`src/rtl/riscv_bus_arbiter.sv`:
```
// riscv_bus_arbiter: shares one memory port between the fetch and data masters, one transaction at a time, with timeout abort.
// Define ARB_ROUND_ROBIN_EN to replace data-over-fetch priority with round-robin arbitration.
module riscv_bus_arbiter #(
    parameter int DBUS_DATA_WIDTH = 64,
    parameter int DMEM_ADDR_WIDTH = 64,
    parameter int TIMEOUT_CYCLES  = 255
) (
    input  logic                       i_clk,
    input  logic                       i_rst,
    input  logic                       i_if_rd_en,
    input  logic [DMEM_ADDR_WIDTH-1:0] i_if_addr,
    output logic [DBUS_DATA_WIDTH-1:0] o_if_rdata,
    output logic                       o_if_rdata_valid,
    input  logic                       i_d_wr_en,
    input  logic                       i_d_rd_en,
    input  logic [7:0]                 i_d_mask,
    input  logic [DMEM_ADDR_WIDTH-1:0] i_d_addr,
    input  logic [DBUS_DATA_WIDTH-1:0] i_d_wdata,
    output logic [DBUS_DATA_WIDTH-1:0] o_d_rdata,
    output logic                       o_d_rdata_valid,
    output logic                       o_d_wr_ready,
    output logic                       o_bus_wr_en,
    output logic                       o_bus_rd_en,
    output logic [7:0]                 o_bus_mask,
    output logic [DMEM_ADDR_WIDTH-1:0] o_bus_addr,
    output logic [DBUS_DATA_WIDTH-1:0] o_bus_wdata,
    input  logic [DBUS_DATA_WIDTH-1:0] i_bus_rdata,
    input  logic                       i_bus_rdata_valid,
    input  logic                       i_bus_wr_ready,
    output logic                       o_bus_err
);
    localparam int CW = $clog2(TIMEOUT_CYCLES);
    localparam logic [1:0] IDLE = 2'd0, GNT_IF = 2'd1, GNT_D = 2'd2;

    logic [1:0]    state_q, state_d;
    logic [CW-1:0] cnt_q, cnt_d;
    logic          op_wr_q, op_wr_d;
    logic          err_q, err_d, ab_if_q, ab_if_d, ab_rd_q, ab_rd_d, ab_wr_q, ab_wr_d;
    logic          gnt_if, gnt_d, gnt, d_req, pick_d, start, done, tmo;

    assign gnt_if = state_q == GNT_IF;
    assign gnt_d  = state_q == GNT_D;
    assign gnt    = gnt_if | gnt_d;
    assign d_req  = i_d_wr_en | i_d_rd_en;
    // The abort cycle is not an arbitration cycle: the aborted master still holds its request.
    assign start  = state_q == IDLE && !err_q && (d_req || i_if_rd_en);
    assign done   = gnt & (op_wr_q ? i_bus_wr_ready : i_bus_rdata_valid);
    assign tmo    = gnt & ~done & (cnt_q == CW'(TIMEOUT_CYCLES - 1));

`ifdef ARB_ROUND_ROBIN_EN
    logic last_d_q;
    assign pick_d = d_req & (~i_if_rd_en | ~last_d_q);
    always_ff @(posedge i_clk) begin
        if (i_rst) last_d_q <= 1'b0;
        else if (start) last_d_q <= pick_d;
    end
`else
    assign pick_d = d_req;
`endif

    always_comb begin
        state_d = start ? (pick_d ? GNT_D : GNT_IF) : (done | tmo) ? IDLE : state_q;
        op_wr_d = start ? pick_d & i_d_wr_en : op_wr_q;
        cnt_d   = start ? '0 : gnt ? cnt_q + 1'b1 : cnt_q;
        err_d   = tmo;
        ab_if_d = tmo & gnt_if;
        ab_rd_d = tmo & gnt_d & ~op_wr_q;
        ab_wr_d = tmo & gnt_d & op_wr_q;
    end

    always_ff @(posedge i_clk) begin
        if (i_rst) begin
            state_q <= IDLE;
            cnt_q   <= '0;
            op_wr_q <= 1'b0;
            err_q   <= 1'b0;
            ab_if_q <= 1'b0;
            ab_rd_q <= 1'b0;
            ab_wr_q <= 1'b0;
        end else begin
            state_q <= state_d;
            cnt_q   <= cnt_d;
            op_wr_q <= op_wr_d;
            err_q   <= err_d;
            ab_if_q <= ab_if_d;
            ab_rd_q <= ab_rd_d;
            ab_wr_q <= ab_wr_d;
        end
    end

    assign o_bus_rd_en      = gnt_if | (gnt_d & ~op_wr_q);
    assign o_bus_wr_en      = gnt_d & op_wr_q;
    assign o_bus_mask       = gnt_d ? i_d_mask : {8{gnt_if}};
    assign o_bus_addr       = gnt_d ? i_d_addr : gnt_if ? i_if_addr : '0;
    assign o_bus_wdata      = gnt_d ? i_d_wdata : '0;
    assign o_bus_err        = err_q;
    assign o_if_rdata       = gnt_if ? i_bus_rdata : '0;
    assign o_d_rdata        = gnt_d ? i_bus_rdata : '0;
    assign o_if_rdata_valid = (gnt_if & i_bus_rdata_valid) | ab_if_q;
    assign o_d_rdata_valid  = (gnt_d & ~op_wr_q & i_bus_rdata_valid) | ab_rd_q;
    assign o_d_wr_ready     = (gnt_d & op_wr_q & i_bus_wr_ready) | ab_wr_q;
endmodule

```
`config.mk`:
```
export PLATFORM = sky130hd
export DESIGN_NAME = riscv_bus_arbiter
export DESIGN_NICKNAME = d
export VERILOG_FILES = /design/src/rtl/riscv_bus_arbiter.sv
export SDC_FILE = /design/constraint.sdc
export NUM_CORES = 1
export LEC_CHECK = 0
export CAP_MARGIN = 10
export CORE_AREA = 8 8 204 206
export CTS_CLUSTER_SIZE = 24
export DETAILED_ROUTE_END_ITERATION = 12
export DIE_AREA = 0 0 212 214
export PLACE_DENSITY_LB_ADDON = 0.05
export SETUP_SLACK_MARGIN = 0.02
export SYNTH_ARGS = -nofsm -noshare
export SYNTH_HDL_FRONTEND = slang
export SYNTH_SLANG_ARGS = --single-unit
```
`constraint.sdc`:
```
create_clock -name i_clk -period 3.9 [get_ports i_clk]
set_input_delay 0.78 -clock i_clk [delete_from_list [all_inputs] [get_ports i_clk]]
set_output_delay 0.78 -clock i_clk [all_outputs]
set_load 0.02 [all_outputs]
```
; Word level (Yosys, flattened, before mapping)
; Cells that the tools add are included.
[totals]
wordCells = 50
inputBits = 271
out_inout_bits = 270
regBits = 15
[op_classes]
n_reduce_logical = 7
bitwise = 22
eq_ne = 3
n_mux = 10
n_addsub = 1
[op_table]
columns = cell, n
row1 = 2-to-1 mux 64 bit, 5
row2 = AND 1 bit, 13
row3 = "adder 8 x 1 -> 8 bit, second input constant", 1
row4 = "== test 8 bit, second input constant", 1
row5 = 2-to-1 mux 8 bit, 1
row6 = OR 1 bit, 7
row7 = 2-to-1 mux 2 bit, 3
row8 = "== test 2 x 1 -> 1 bit, second input constant", 1
row9 = "== test 2 bit, second input constant", 1
row10 = logical AND 1 bit, 2
row11 = zero test 2 bit, 1
row12 = NOT 1 bit, 2
row13 = nonzero test 2 bit, 1
row14 = OR reduction 2 bit, 1
row15 = zero test 1 bit, 1
row16 = logical OR 1 bit, 1
row17 = 2-to-1 mux 1 bit, 1

; Longest topological paths before layout
[depth]
ltp_word = 9
ltp_mapped = 8
depth_no_buf = 5

; Worst setup path before layout
; Ideal clock, no wire load.
[synth_timing]
kind = flip-flop to output port
start = reg state_q[0]
end = out o_bus_addr[63]
t_arrival_ns = 1.612
slack_ns = 1.508
path_stages_with_launch = 8
path_buffers = 3
t_required_ns = 3.120
path_cell_list = dfxtp_1 -> inv_1 -> ha_1 -> buf_2 -> buf_2 -> nand2b_1 -> buf_2 -> o21ai_0
[synth_between]
elab_chain_len = 3
word_cells_on_any_way = 4
cone_classes = 2 x eq/ne / 2 x mux
[synth_lines]
columns = item, line
row1 = "start, declared", 35  ; logic [1:0] state_q, state_d;
row2 = "start signal, assigned", 81  ; state_q <= state_d;
row3 = == test 2 x 1 -> 1 bit, 41  ; assign gnt_if = state_q == GNT_IF;
row4 = 2-to-1 mux 64 bit, 94  ; assign o_bus_addr = gnt_d ? i_d_addr : gnt_if ? i_if_addr : '0;
row5 = 2-to-1 mux 64 bit *, 94
row6 = "end, declared", 25  ; output logic [DMEM_ADDR_WIDTH-1:0] o_bus_addr,
; Mark *: on every way between the ends. The rest lies on a longest branch, timed or not.

; Worst setup path in the final report
[layout_timing]
start = reg state_q[1]
end = out o_bus_addr[58]
; The elaborated chain is that of the path after synthesis.

==> results_dict.tcl <==
set metrics [dict create \
    routedWlPerCell_um 19.3 \
    avgSynthCellArea_sq_um 5.72 \
    ctsHtreeMaxLevel 1 \
    yosysMostFrequentCell "and2_1" \
    die_x_um 212 \
    die_area_sq_um 45400 \
    ir_drop_uv 113 \
    hold_ws_ns 0.504 \
    slew_headroom 0.631 \
    endpoint_kind "primary output" \
    tightest_slew_ns 0.554 \
    hold_viol 0 \
    p_leak_nw 3.21 \
    async_reset_ff_frac 0 \
    multiInputGateArea_sq_um 2500 \
    min_period_over_period 0.841 \
    post_cts_buffers 0 \
    fin_crit_ns 3.28 \
    cts_tree "built" \
    drive_above_1_share 0.0195 \
    syn-instance-count 523 \
    cts_buffer_depth 2 \
    fmax_ghz 0.305 \
    port_buffers 540 \
    overflow 0 \
    synth_edf_count 0 \
    row_count 72 \
    finalClockSkew_ns 0.00622 \
    grt_first_pass_wirelength_mm 41.3 \
    p_per_area_nw_per_um2 188 \
    synthToLayoutAreaGrowth_pct 203 \
    nFillCells 4267 \
    vias 5126 \
    antenna_found_initial 0 \
    grt_pass1_vias 5503 \
    routabilityCongestion 0.812 \
    cts_resized 0 \
    synthFlopType "dfxtp_1" \
    die_h_um 214 \
    synth-seq-area-share 0.100 \
    register_area_sq_um 300 \
    drc 0 \
    setup_viol 0 \
    synth.largest_area_cell "and2_1" \
    finalNonFillerCells 1546 \
    diodes 0 \
    cts-root-buf "clkbuf_16" \
    crit_path_start_kind "flop" \
    hp-class "reg2reg" \
    dp_hpwl_mm 25.9 \
    place_inst 1542 \
    yosys.cell_types.count 34 \
    cts.clk_slew.worst_paths_ns 0.05 \
    critical_path_class "reg2out" \
    syn_area_sq_um 2990 \
    yosys-top-cells-count "195 x and2_1, 145 x nand2_1, 68 x o21ai_0, 32 x clkbuf_1, 15 x dfxtp_1" \
    total_power_mw 1.70 \
    drtAntennaViolNets 0 \
    coreArea_sq_um 38300 \
    clock-sinks 15 \
    hold_buffers 0 \
    track_usage 0.123 \
    synth.area.top_cells "and2_1 41%, nand2_1 18%, o21ai_0 11%" \
    cp_max_fo 55 \
    required_ns 3.12 \
    vias_per_cell 3.32 \
    grt_max_degree 130 \
    timing.final.max_slew_violations 0 \
    drt-initial-drc-count 192 \
    worst_ep_arrival_time_ns 2.50 \
    finalWirelength_mm 29.8 \
    numCtsBuffers 3 \
    clock_latency_ns 0.25 \
    pin_count 541 \
    initial_core_util 0.0781 \
    final_nets 1305 \
    max_cap_violations 0 \
    syn_nets 799 \
    tns_ns 0 \
    outcome "finished, final reports clean" \
    dr.pass1.iters 4 \
    rsz0062_at_grt "no" \
    ys_ff_latch 15 \
    yosysWarnings 0 \
    synth_top_area_frac 0.408 \
]
## final cells by class
class / count / area share
multi-input cells: 456 / 0.276
repair buffers: 547 / 0.608
clock buffers: 3 / 0.00830
flip-flops and latches: 15 / 0.0332
clock inverters: 1 / 0.000553
well taps: 518 / 0.0717
inverters: 6 / 0.00249
## routing by layer
| layer | part of all wire | wire length, um | global-route usage | vias to the layer above |
|---|---|---|---|---|
| met1 | 0.33 | 9920 | 0.114 | 2150 |
| met4 | 0.0061 | 183 | 0.0118 | 0 |
| met5 | 0 | 0 | 0 | - |
| met2 | 0.55 | 16200 | 0.251 | 321 |
| li1 | - | - | - | 2649 |
| met3 | 0.12 | 3450 | 0.0501 | 6 |
## through the flow
stage	instance area (sq um)	util	setup WS, ns
2_1_floorplan	2990	-	1.51
4_1_cts	9040	0.236	0.515
3_3_place_gp	8960	0.234	0.673
3_5_place_dp	8960	0.234	0.708
6_report	9040	0.236	0.619
5_1_grt	9040	0.236	0.442
## state kept, by name (all words and copies together) (netlist names)
name	cells
o_bus_err	1
state_q	2
op_wr_q	1
ab_rd_q	1
ab_wr_q	1
ab_if_q	1
cnt_q	8
## critical path, stage by stage, from the launching register on
cell and delay (ns):
dfxtp_1 0.32, inv_1 0.14, ha_4 0.39, buf_12 0.28, nand2_1 0.08, o21ai_0 0.26, clkdlybuf4s50_1 0.69
## cell usage in the layout, fill, tap and decap left out, types with 2 or more instances in the layout
cell type,instances
inv_1,6
nor2_1,7
ha_1,3
and2_1,195
xor2_1,3
ha_4,2
buf_12,3
buf_4,4
a21oi_1,3
nand2b_1,2
clkdlybuf4s50_1,540
nand3_1,2
nand2_1,145
a21o_1,3
o21ai_0,68
clkbuf_16,3
o31ai_1,3
dfxtp_1,15
nand4_1,4
## cell families (layout without fill, tap and decap cells)
kind of cell,after synthesis,count (layout),share of synthesized area
AO/OA/AOI/OAI,82,82,0.148
XOR/XNOR,4,4,0.0117
adder cells (fa/ha/maj),5,5,0.0209
buffers and inverters,52,557,0.0720
flip-flops,15,15,0.100
multiplexers,1,1,0.00335
AND/OR/NAND/NOR,364,364,0.643
## worst paths after layout
kind	startpoint	to	slack [ns]	depth (start not counted)
setup / recovery	state_q[1]$_SDFFE_PP0P_	o_bus_addr[58]	0.62	6
hold / removal	cnt_q[7]$_SDFFE_PP0P_	cnt_q[7]$_SDFFE_PP0P_	0.50	2
setup reg to reg	state_q[0]$_SDFFE_PP0P_	cnt_q[7]$_SDFFE_PP0P_	2.03	5
hold reg to reg	cnt_q[7]$_SDFFE_PP0P_	cnt_q[7]$_SDFFE_PP0P_	0.50	2
## power breakdown
group,internal (mW),switching [mW],total [mW]
sequential,0.158,0.00565,0.164
combinational,0.694,0.644,1.34
clock,0.137,0.0655,0.203
total,0.989,0.716,1.70
(Power assumes the default switching activity.)
